File: src/rtl/password_cracker_pkg.sv
// Shared constants, state encoding and digit conversion
// for the brute-force password cracker datapath.
package password_cracker_pkg;

  localparam int CHARSET_SIZE = 36;
  localparam int NUM_CHARS    = 4;
  localparam int DIGIT_W      = 6;

  localparam logic [7:0] ASCII_A = 8'h61;
  localparam logic [7:0] ASCII_0 = 8'h30;

  typedef enum logic [1:0] {
    IDLE,
    SEARCH,
    FOUND,
    EXHAUSTED
  } state_t;

  // Illegal digits map to 8'h00, which never equals a printable target char.
  function automatic logic [7:0] digit_to_ascii(
    input logic [DIGIT_W-1:0] d
  );
    logic [7:0] dx;
    dx = 8'(d);
    if (dx < 8'd26)
      return ASCII_A + dx;
    else if (dx < 8'(CHARSET_SIZE))
      return ASCII_0 + dx - 8'd26;
    else
      return 8'h00;
  endfunction

endpackage

File: src/rtl/candidate_matcher_base36_to_ascii.sv
// Combinational base-36 digit to ASCII converter,
// one instance per candidate character.
module base36_to_ascii
  import password_cracker_pkg::*;
(
  input  logic [DIGIT_W-1:0] digit,
  output logic [7:0]         ascii,
  output logic               illegal
);

  assign illegal = (digit >= DIGIT_W'(CHARSET_SIZE));
  assign ascii   = digit_to_ascii(digit);

endmodule

File: src/rtl/candidate_matcher.sv
// Two-stage candidate matcher: convert digits to ASCII,
// then compare against the loaded target password.
module candidate_matcher
  import password_cracker_pkg::*;
#(
  parameter int NUM_CHARS = 4,
  parameter int DIGIT_W   = 6,
  parameter int CNT_W     = 24
) (
  input  logic                     clk,
  input  logic                     rst,
  input  logic                     target_load,
  input  logic [8*NUM_CHARS-1:0]   target_password,
  input  logic                     cand_valid,
  output logic                     cand_ready,
  input  logic [DIGIT_W*NUM_CHARS-1:0] cand_digits,
  input  logic                     cand_last,
  output logic                     match_found,
  output logic [8*NUM_CHARS-1:0]   match_password,
  output logic                     done,
  output logic [CNT_W-1:0]         checked_count
);

  state_t state;

  logic [8*NUM_CHARS-1:0] target;
  logic [8*NUM_CHARS-1:0] conv_ascii;
  logic [NUM_CHARS-1:0]   conv_illegal;

  logic                   s1_valid;
  logic [8*NUM_CHARS-1:0] s1_ascii;
  logic                   s1_last;
  logic                   s1_illegal;

  logic accept;
  logic s2_match;

  for (genvar i = 0; i < NUM_CHARS; i++) begin : g_conv
    base36_to_ascii u_conv (
      .digit   (cand_digits[DIGIT_W*(NUM_CHARS-i)-1 -: DIGIT_W]),
      .ascii   (conv_ascii[8*(NUM_CHARS-i)-1 -: 8]),
      .illegal (conv_illegal[i])
    );
  end

  assign cand_ready = (state == SEARCH) && !target_load;
  assign accept     = cand_valid && cand_ready;
  assign s2_match   = s1_valid && !s1_illegal && (s1_ascii == target);

  always_ff @(posedge clk) begin
    if (rst) begin
      state          <= IDLE;
      target         <= '0;
      s1_valid       <= 1'b0;
      s1_ascii       <= '0;
      s1_last        <= 1'b0;
      s1_illegal     <= 1'b0;
      match_found    <= 1'b0;
      match_password <= '0;
      done           <= 1'b0;
      checked_count  <= '0;
    end else if (target_load) begin
      state          <= SEARCH;
      target         <= target_password;
      s1_valid       <= 1'b0;
      match_found    <= 1'b0;
      match_password <= '0;
      done           <= 1'b0;
      checked_count  <= '0;
    end else begin
      s1_valid <= accept;
      if (accept) begin
        s1_ascii   <= conv_ascii;
        s1_last    <= cand_last;
        s1_illegal <= |conv_illegal;
      end
      unique case (state)
        SEARCH: begin
          if (s1_valid) begin
            if (checked_count != '1)
              checked_count <= checked_count + 1'b1;
            // A match drops whatever was accepted behind it.
            if (s2_match) begin
              state          <= FOUND;
              match_found    <= 1'b1;
              match_password <= s1_ascii;
              done           <= 1'b1;
              s1_valid       <= 1'b0;
            end else if (s1_last) begin
              state    <= EXHAUSTED;
              done     <= 1'b1;
              s1_valid <= 1'b0;
            end
          end
        end
        IDLE, FOUND, EXHAUSTED: begin
          s1_valid <= 1'b0;
        end
        default: begin
          state <= IDLE;
        end
      endcase
    end
  end

endmodule

File: config.mk
export PLATFORM = sky130hd
export DESIGN_NAME = candidate_matcher
export DESIGN_NICKNAME = d
export VERILOG_FILES = /design/src/rtl/password_cracker_pkg.sv /design/src/rtl/candidate_matcher_base36_to_ascii.sv /design/src/rtl/candidate_matcher.sv
export SDC_FILE = /design/constraint.sdc
export NUM_CORES = 1
export LEC_CHECK = 0
export ABC_CLOCK_PERIOD_IN_PS = 1700
export BUFFER_PORTS_ARGS = -buffer_cell sky130_fd_sc_hd__buf_2
export CAP_MARGIN = 30
export CORE_AREA = 4 4 127 129
export CTS_BUF_LIST = sky130_fd_sc_hd__clkbuf_8
export DETAILED_ROUTE_END_ITERATION = 12
export DIE_AREA = 0 0 131 133
export GPL_TIMING_DRIVEN = 0
export PLACE_DENSITY = 0.68
export SYNTH_ARGS = -nofsm -noshare
export SYNTH_HDL_FRONTEND = slang
export SYNTH_SLANG_ARGS = --single-unit
File: constraint.sdc
create_clock -name clk -period 1.7 [get_ports clk]
set_input_delay 0 -clock clk [delete_from_list [all_inputs] [get_ports clk]]
set_output_delay 0 -clock clk [all_outputs]
set_load 0.02 [all_outputs]
# == Word level (Yosys, flattened, before mapping) ==
# Index checks and enable logic that the tools add are counted.
# op_classes
n_addsub,13
reduce_logical,19
n_mul,0
n_eq_ne,5
magnitude_cmp,12
n_bitwise,1
div_mod_pow,0
n_shift,0
muxes,19
# ops
cell,n
2-to-1 mux 8 bit,8
adder 7 x 6 -> 8 bit (first input constant),4
== test 32 bit,1
subtractor 8 x 5 -> 8 bit (second input constant),4
adder 6 x 6 -> 7 bit (first input constant),4
adder 24 x 1 -> 24 bit (second input constant),1
>= comparator 6 bit (second input constant),4
less-than comparator 6 x 5 -> 1 bit (second input constant),4
less-than comparator 6 bit (second input constant),4
!= test 24 bit (second input constant),1
AND reduction 3 bit,4
2-to-1 mux 1 bit,8
nonzero test 2 bit,3
== test 2 bit (second input constant),2
logical AND 1 bit,4
2-to-1 mux 2 bit,2
OR reduction 4 bit,1
nonzero test 3 bit,1
OR reduction 3 bit,1
== test 2 x 1 -> 1 bit (second input constant),1
zero test 1 bit,2
zero test 2 bit,1
one-hot mux 1 bit (2 select lines),1
AND reduction 2 bit,1
2 further kinds,2
# word_totals
latchBits,0
mem_count,0
mem_bits_ro,0
output_inout_bits,59
regBits,127
ramBits,0
input_bits,61

# == Depth between registers and ports, before layout ==
# Gate-level depths: netlist of the first run.
# depth
ltp_word,7
mapped_depth,9

# == Hierarchy ==
# Synthesis of the first run repeated with hierarchy kept, for this count alone.
# hier_totals
hier_cells,758
hier_area_um2,6371.1
# modules_own_cells
module,n_inst,cells_each,area_per_inst_um2
candidate_matcher,1,594,5180.0
base36_to_ascii,4,41,297.8

# == Worst setup path before layout of the first run ==
# No wires, ideal clock.
# synth_timing
path_kind,register to register
from,register checked_count[0]
to,register checked_count[17]
arrival_time_ns,1.702
required_time_ns,1.572
setup_slack_ns,-0.129
setup_time_ns,0.128
stages_incl_launch_ff,8
cell_sequence,dfxtp_1 -> ha_1 -> nand2_1 -> nor4_4 -> a2111oi_4 -> nand4_1 -> xor2_1 -> nor2_1
# synth_between
elab_chain_len,2
# synth_rtl
element,line_no,rtl
from (decl),candidate_matcher.sv:21,output logic [CNT_W-1:0] checked_count
from (signal assigned),candidate_matcher.sv:81,checked_count <= checked_count + 1'b1;
branches (longest 2 deep; another with adder 24 x 1 -> 24 bit),n/a,
# Parallel ways; which one is timed is not known.
# A chain may end at the register's enable or synchronous reset.

# == Final worst setup path of the first run ==
# layout_timing
from,register s1_ascii[31]
to,register match_password[4]
# layout_between
elab_chain_len,3
# layout_rtl
element,line_no,rtl
from (decl),candidate_matcher.sv:31,logic [8*NUM_CHARS-1:0] s1_ascii;
from (signal assigned),candidate_matcher.sv:73,s1_ascii <= conv_ascii;
== test 32 bit,candidate_matcher.sv:48,assign s2_match = s1_valid && !s1_illegal && (s1_ascii == target);
logical AND 1 bit,candidate_matcher.sv:48,
AND reduction 3 bit (no source line),n/a,
to (signal assigned),candidate_matcher.sv:86,match_password <= s1_ascii;
to (decl),candidate_matcher.sv:19,"output logic [8*NUM_CHARS-1:0] match_password,"
# Every way passes these cells.

==> results of run 1 <==
-- worst max-delay path, stage by stage (launching register included) --
cell and delay (ps):
dfxtp_2 350, nor2b_1 150, a2111oi_0 310, and3_1 220
and4_1 210, buf_6 130, buf_12 120, buf_12 110
nand3_1 90, a21oi_2 130
-- cells by family (layout without fill, tap and decap cells) --
logic type	count (synthesis)	in the layout
and+or+nand+nor	277	277
AOI/OAI and AO/OA	175	175
DFF	126	126
buffers and inverters	78	290
xor gates and xnor gates	53	53
adders and majority gates	37	37
muxes	36	36
-- path summary, 6_finish.rpt --
| path | endpoint | slack [ps] | depth (start not counted) |
|---|---|---|---|
| max | match_password[4]$_SDFFE_PP0P_ | -220 | 9 |
| min | s1_ascii[17]$_SDFFE_PP0P_ | 20 | 4 |
| max reg2reg | match_password[4]$_SDFFE_PP0P_ | -220 | 9 |
| min reg2reg | match_password[8]$_SDFFE_PP0P_ | 460 | 2 |
-- area by class of cell --
cell class	count	area [um^2]	share of cell area
buffer	48	289	0.0320
clock buffer	19	262	0.0290
clock inverter	8	33.8	0.00374
inverter	30	113	0.0125
multi-input combinational	578	4220	0.467
sequential	126	2600	0.288
tap	188	235	0.0260
timing repair buffer	185	1280	0.142
-- layer usage --
layer  up-vias  wire length, um
met5         -                0
met1      2983             8400
met2       154             9380
li1       3166                -
met4         0              561
met3        34              908
-- state kept, by name (all words and copies together), names as in the netlist --
register / count
s1_ascii: 32
done: 1
target: 32
match_found: 1
s1_last: 1
checked_count: 24
s1_illegal: 1
match_password: 32
s1_valid: 1
state: 1
-- metrics by stage --
step,cells,instance area [um^2]
6_report,1182,9030
5_1_grt,1182,9030
4_1_cts,1169,8610
3_5_place_dp,1084,7490
3_3_place_gp,1084,7490
2_1_floorplan,782,6680
-- placed cells by master, fill, tap and decap left out, types with 9 or more instances in the layout --
cell and instances:
nand3_2 11, clkbuf_8 19, o21ai_1 12, o21ai_0 13, a21oi_2 19, clkbuf_1 22, dfxtp_4 9, dfxtp_2 33
nor3_1 17, xor2_1 21, xnor2_1 27, dfxtp_1 84, nand2b_1 12, a21oi_1 43, buf_4 25, dlygate4sd3_1 38
ha_1 36, nand2_1 34, o21ai_2 18, mux2i_1 36, nor2_1 104, nand4_1 18, nand3_1 21, buf_2 124
inv_1 35, a211oi_1 23, nor2b_1 10
-- power by group through the flow --
stage / combinational [mW] / clock (mW) / sequential [mW]
after floorplan: 0.541 / 0 / 3.15
after global placement: 0.779 / 0 / 3.17
after detailed placement: 0.787 / 0 / 3.17
after CTS: 0.877 / 2.08 / 3.11
after global routing: 1.01 / 2.21 / 3.12
final: 0.905 / 2.05 / 3.12
-- what timing repair did --
| item | 4_1_cts | 5_1_grt |
|---|---|---|
| pin swaps | 30 | 47 |
| hold buffers | 38 | 0 |
| endpoints found under the setup margin | 75 | 82 |
| buffers inserted | 18 | 14 |
| endpoints found under the hold margin | 38 | 0 |
| resized for setup | 86 | 104 |
| cloned | 3 | 1 |
==> results.txt, run 1 <==
----------------------------------------------------
[Status]
  Result of the run ... complete, but fails checks
  Violations in the final reports ... setup timing

[Timing]
  Final Critical Period ... approximately 1900 ps
  Worst-case headroom to the max-slew limit ... 0.477
  Setup Viol. Count Final ... 51
  Final Hold Violating Endpoints ... 0
  Final cycle utilization of the critical path ... 1.13
  Worst-case clock skew ... 9.43 ps
  Setup repair after global routing missed its margin ... yes
  Smallest hold slack ... 22.4 ps
  Total Negative Setup Slacks ... -6550 ps
  Highest clock rate ... 0.522 GHz
  Final count of pins violating max slew ... 0
  Final WS setup ... -216 ps
  Worst-Margin Slew ... 784 ps

[Logic synthesis]
  Synthesized area per cell ... 8.50 um^2
  FF+latch count, synth ... 126
  Ranking of synthesized cells by instance count ... dfxtp_1 (126), nor2_1 (107), a21oi_1 (61)
  Most common cell in the synthesized netlist ... dfxtp_1
  Number of flops mapped to enable cells by yosys ... 0
  Simple-gate share of the synthesized area ... 0.203
  Top cells by area, synth ... dfxtp_1 (38%), ha_1 (7.0%), nor2_1 (6.0%)
  Netlist area before placement ... 0.00665 mm^2
  Synth area leader ... dfxtp_1
  Async set-or-reset flop fraction in the synthesized netlist ... 0
  Synthesized netlist cell count ... 782
  Post-synthesis net count ... 880
  Sequential share of the synthesized area ... 0.380
  Yosys top cell area share ... 0.380
  Portion of netlist area occupied by mux cells ... 0.0542
  Unique masters post-synth ... 55
  Adder-cell share of the synthesized area ... 0.0697
  Number of warning messages in the yosys log ... 0
  Area fraction in compound gates after synthesis ... 0.169
  Xor/xnor share of the synthesized area ... 0.0699
  Largest family of logic cells by synthesized area ... simple AND/OR/NAND/NOR gates
  Ys flop type ... dfxtp_1

[Route]
  Total iterations of the first detailed-routing run ... 6
  Vias per cell ... between 5 and 6
  Routed length per instance ... roughly 16 um
  Vias ... 6337
  Total DRC errors in the routed layout ... 0
  Total length of routed wires ... just under 20 mm
  Drt initial violations ... just over 300
  Number of antenna-violating nets in the routed design ... 0

[Placement]
  Post-DP HPWL ... 14.0 mm
  Gp weighted congestion ... roughly 0.94
  Pre-CTS worst setup slack ... -618 ps
  Number of input and output port buffers inserted ... 114

[Floorplanning]
  Std-Cell Core Area ... ~0.015 mm^2
  Top Ports ... 120
  Starting density of the core ... 0.442
  Chip Height ... 133 um
  Number of rows created at floorplan ... 45
  Horiz. Die Dim ... 131 um
  Area of the die ... 0.0174 mm^2

[Critical path]
  Critical R2R Launch ... s1_ascii[31]$_SDFFE_PP0P_
  Critical Path Source Type ... register
  Data required time of the critical path ... 2060 ps
  Arrival time of the worst setup path ... 2270 ps
  Category of the most critical setup path ... register to register
  Critical path endpoint category ... register
  Largest fanout on the critical path ... 10
  Critical Path Start ... s1_ascii[31]$_SDFFE_PP0P_

[GRT]
  Largest net degree at the start of global routing ... 17
  Met1 demand-to-capacity share in global routing ... 0.273
  GRT Resource Usage Total ... 0.216
  Met3 capacity usage during global routing ... 0.0392
  Busiest layer in global routing ... met2
  Total global routing overflow ... 0
  Met2 track utilization from global routing ... 0.358
  Vias in the first global route ... 6056
  Initial antenna violation count ... 0
  First-pass GRT wire length ... 29.9 mm

[Cells and area]
  Number of fill cells ... 1292
  Finished Core Util ... 0.601
  Fraction of final layout cells with drive strength greater than 1 ... 0.321
  Layout-stage area growth over the synthesis result ... 35.9%
  Antenna diode instance count ... 0
  Final nets ... 1084

[Clocking]
  Number of buffers created by CTS ... 17
  Later-pin clock latency in the skew report ... 430 ps
  CTS H-tree depth ... 4
  Max Buffers Root-to-Sink ... 2
  Clock Pin Slew Worst Setup and Hold Paths ... 70 ps
  CTS sink cnt ... 126
  Master cell of the clock root buffer ... clkbuf_8
  CTS tree ... done

[Min path]
  Hold Path Class ... primary input to register
  Start point of the worst hold path ... cand_digits[13]

[Pwr]
  Overall power after layout ... 6.08 mW
  Part of the power in registers ... 0.513
  Leakage power total ... between 3 and 4 nW
  Internal power contribution ... between 4 and 5 mW
  Clock share of power ... 0.338
  Areal power density over the cells ... 673 mW/mm^2
  Maximum VDD drop ... slightly below 0.4 mV
  Comb power frac ... 0.149
  Switching share of power ... 0.269
  Net switching power ... 1.64 mW

[Flow run]
  Count of max-cap constraint violations ... 0

----------------------------------------------------
(Power assumes the default switching activity.)
==> inputs of run 2 (changes only) <==
--- a/config.mk
+++ b/config.mk
@@ -8,12 +8,12 @@
 export ABC_CLOCK_PERIOD_IN_PS = 1700
 export BUFFER_PORTS_ARGS = -buffer_cell sky130_fd_sc_hd__buf_2
 export CAP_MARGIN = 30
-export CORE_AREA = 4 4 127 129
+export CORE_AREA = 4 4 121 123
 export CTS_BUF_LIST = sky130_fd_sc_hd__clkbuf_8
 export DETAILED_ROUTE_END_ITERATION = 12
-export DIE_AREA = 0 0 131 133
+export DIE_AREA = 0 0 125 127
 export GPL_TIMING_DRIVEN = 0
-export PLACE_DENSITY = 0.68
+export PLACE_DENSITY = 0.74
 export SYNTH_ARGS = -nofsm -noshare
 export SYNTH_HDL_FRONTEND = slang
 export SYNTH_SLANG_ARGS = --single-unit
==> run 2 against run 1 <==
Compared with the run above: setup slack worse by 57 ps; core utilization up 9.0 points; sequential share of layout area down 1.0 points; clock power up 47%; wire length up 11%; the flow still finishes with violations (setup timing); non-clock buffer count up 28; design area up 4.5%; fmax down 2.9%; combinational power up 4.4%; count of clock-buffer cells in the layout unchanged; critical endpoint is now match_password[2]$_SDFFE_PP0P_; via count up 6.1%.
==> results.txt, run 2 (same netlist as run 1, synthesis figures left out) <==
----------------------------------------------------
[Status]
  Result of the run ... complete, but fails checks (unchanged)
  Violations in the final reports ... setup timing (unchanged)

[Cells and area]
  Leading registers by flop count ... match_password x32, s1_ascii x32, target x32 (unchanged)
  Fraction of final layout cells with drive strength greater than 1 ... 0.349 (was 0.321)
  Finished Core Util ... 0.691 (was 0.601)
  Post-route non-filler standard cell count ... 1207 (was 1182)
  Antenna diode instance count ... 0 (unchanged)
  Most frequent cells in the layout ... buf_2 (125), nor2_1 (104), dfxtp_1 (80) (was buf_2 (124), nor2_1 (104), dfxtp_1 (84))
  Most common cell after layout, fill and taps aside ... buf_2 (unchanged)
  Layout-stage area growth over the synthesis result ... 42.0% (was 35.9%)
  Number of fill cells ... 1038 (was 1292)
  Final nets ... 1112 (was 1084)

[Critical path]
  Largest fanout on the critical path ... 6 (was 10)
  Data required time of the critical path ... 2070 ps (was 2060 ps)
  Critical path endpoint category ... register (unchanged)
  Critical Path Source Type ... register (unchanged)
  Reg-to-reg slack, setup ... -270 ps (was -220 ps)
  Crit path cell chain ... o2111ai_2, nor4_2, and4_4, buf_12, clkbuf_16, nand3_1, a21oi_1 (was nor2b_1, a2111oi_0, and3_1, and4_1, buf_6, buf_12, buf_12, nand3_1, a21oi_2)
  CP bufs+invs ... 2 (was 3)
  Number of gates on the worst path with buffers counted ... 7 (was 9)
  Arrival time of the worst setup path ... 2340 ps (was 2270 ps)
  Category of the most critical setup path ... register to register (unchanged)
  Critical path endpoint ... match_password[2]$_SDFFE_PP0P_ (was match_password[4]$_SDFFE_PP0P_)
  Critical R2R Launch ... target[3]$_SDFFE_PP0P_ (was s1_ascii[31]$_SDFFE_PP0P_)
  Cell family with the largest share of critical-path delay ... simple AND/OR/NAND/NOR gates (unchanged)
  Cell with the biggest individual delay on the critical path ... dfxtp_1 (was dfxtp_2)
  Capture point of the worst reg-to-reg path ... match_password[2]$_SDFFE_PP0P_ (was match_password[4]$_SDFFE_PP0P_)
  Delay of the slowest critical-path stage ... 480 ps (was 350 ps)
  Critical Path Start ... target[3]$_SDFFE_PP0P_ (was s1_ascii[31]$_SDFFE_PP0P_)
  Worst r2r path cells ... 7 (was 9)

[Clocking]
  CTS sink cnt ... 126 (unchanged)
  Later-pin clock latency in the skew report ... 450 ps (was 430 ps)
  Number of buffers created by CTS ... 17 (unchanged)
  Master cell of the clock root buffer ... clkbuf_8 (unchanged)
  CTS tree ... done (unchanged)
  CTS H-tree depth ... 4 (unchanged)
  Max Buffers Root-to-Sink ... 2 (unchanged)
  Clock Pin Slew Worst Setup and Hold Paths ... 70 ps (about the same)

[Timing]
  Final Critical Period ... 1970 ps (was 1920 ps)
  Worst-case headroom to the max-slew limit ... 0.452 (was 0.477)
  Final count of pins violating max slew ... 0 (unchanged)
  Setup repair after global routing missed its margin ... yes (unchanged)
  Final WS setup ... -273 ps (was -216 ps)
  Worst-case clock skew ... 13.1 ps (was 9.43 ps)
  Final Hold Violating Endpoints ... 0 (unchanged)
  Setup Viol. Count Final ... 51 (unchanged)
  Worst-Margin Slew ... 822 ps (was 784 ps)
  Final cycle utilization of the critical path ... 1.16 (was 1.13)
  Smallest hold slack ... 41.2 ps (was 22.4 ps)
  Highest clock rate ... 0.507 GHz (was 0.522 GHz)

[GRT]
  First-pass GRT wire length ... 30.5 mm (was 29.9 mm)
  Total global routing overflow ... 0 (unchanged)
  Initial antenna violation count ... 0 (unchanged)
  Largest net degree at the start of global routing ... 17 (unchanged)
  GRT Resource Usage Total ... 0.236 (was 0.216)
  Vias in the first global route ... 5992 (was 6056)

[Placement]
  Gp weighted congestion ... 0.893 (was 0.936)
  Placed insts ... 1076 (was 1084)
  Number of input and output port buffers inserted ... 114 (unchanged)
  Post-DP HPWL ... 13.7 mm (was 14.0 mm)

[Flow run]
  Count of max-cap constraint violations ... 0 (unchanged)

[Floorplanning]
  Chip Height ... 127 um (was 133 um)
  Starting density of the core ... 0.486 (was 0.442)
  Area of the die ... 0.0159 mm^2 (was 0.0174 mm^2)
  Horiz. Die Dim ... 125 um (was 131 um)
  Std-Cell Core Area ... 0.0137 mm^2 (was 0.0150 mm^2)
  Number of rows created at floorplan ... 43 (was 45)
  Top Ports ... 120 (unchanged)

[Route]
  Number of antenna-violating nets in the routed design ... 0 (unchanged)
  Drt initial violations ... 473 (was 307)
  Total DRC errors in the routed layout ... 0 (unchanged)
  Vias per cell ... 5.57 (was 5.36)
  Routed length per instance ... 17.7 um (was 16.3 um)
  Total length of routed wires ... 21.3 mm (was 19.2 mm)
  Vias ... 6725 (was 6337)
  Total iterations of the first detailed-routing run ... 5 (was 6)

[Pwr]
  Part of the power in registers ... 0.440 (was 0.513)
  Clock share of power ... 0.426 (was 0.338)
  Comb power frac ... 0.134 (was 0.149)
  Areal power density over the cells ... 749 mW/mm^2 (was 673 mW/mm^2)
  Maximum VDD drop ... 0.562 mV (was 0.395 mV)
  Net switching power ... 1.82 mW (was 1.64 mW)
  Leakage power total ... 3.95 nW (was 3.70 nW)
  Internal power contribution ... 5.24 mW (was 4.44 mW)
  Switching share of power ... 0.258 (was 0.269)

[Min path]
  Hold Path Class ... primary input to register (unchanged)

----------------------------------------------------
==> run 2: cell count changes in the layout (fill, tap and decap cells not counted), moves of 5 or more <==
cell,before,now
buf_4,25,48
a21oi_1,43,50
a21oi_2,19,12
dfxtp_4,9,16
inv_1,35,29
nand3_1,21,27
bufinv_16,0,5
o21ai_2,18,23
==> run 2: layer usage <==
| layer | vias up | wire length, um | global-route usage |
|---|---|---|---|
| met5 | - | 0 | 0 |
| met4 | 0 | 856 | 0.0784 |
| met3 | 73 | 1240 | 0.0485 |
| met2 | 263 | 10700 | 0.409 |
| met1 | 3149 | 8580 | 0.295 |
| li1 | 3240 | - | - |
==> run 2: per-stage QoR <==
stage                     TNS [ps]  power, mW  setup slack, ps  cell area (um^2)
after floorplan                  0       3.69             7.03              6680
after detailed placement    -22830       3.96             -612              7480
after global routing        -11730       7.29             -372              9440
after global placement      -22120       3.95             -576              7480
after CTS                    -3480       6.99             -137              8790
final                        -7480       7.07             -273              9440
==> run 2: repair_timing <==
| item | in CTS | in global routing |
|---|---|---|
| hold buffers | 41 | 0 |
| gates cloned | 3 | 3 |
| hold endpoints to repair | 41 | 0 |
| pin swaps | 24 | 31 |
| setup endpoints to repair | 75 | 76 |
| buffers inserted | 29 | 24 |
| resized for setup | 96 | 120 |
==> run 2: worst min path at each step <==
stage	startpoint	to	slack [ps]	depth (start not counted)
global placement	target_password[15]	target[15]$_SDFFE_PP0P_	240	3
finish	target_load	target[0]$_SDFFE_PP0P_	40	3
global route	cand_digits[1]	s1_ascii[1]$_SDFFE_PP0P_	50	4
detailed placement	target_password[0]	target[0]$_SDFFE_PP0P_	240	3
floorplan	target_password[11]	target[11]$_SDFFE_PP0P_	150	2
CTS	target_load	state[0]$_SDFFE_PP0P_	6	3
==> run 2: power groups by stage <==
stage | combinational [mW] | clock [mW] | sequential, mW
after floorplan | 0.541 | 0 | 3.15
after global placement | 0.773 | 0 | 3.17
after detailed placement | 0.782 | 0 | 3.17
after CTS | 0.870 | 3.01 | 3.11
after global routing | 1.04 | 3.14 | 3.11
final | 0.945 | 3.01 | 3.11
==> run 2: worst register-to-register path, cell delays in order (launching register included) <==
cell and delay, ps:
dfxtp_1 480, o2111ai_2 200, nor4_2 350, and4_4 290, buf_12 140, clkbuf_16 150, nand3_1 110, a21oi_1 180
==> run 2: cell type report <==
class                      count  area (um^2)  share of cell area
buffer                        48          328              0.0347
inverter                      30          115              0.0122
clock inverter                13          195              0.0207
clock buffer                  19          262              0.0277
timing repair buffer         213         1490               0.158
tap                          180          225              0.0239
sequential                   126         2620               0.278
multi-input combinational    578         4210               0.446
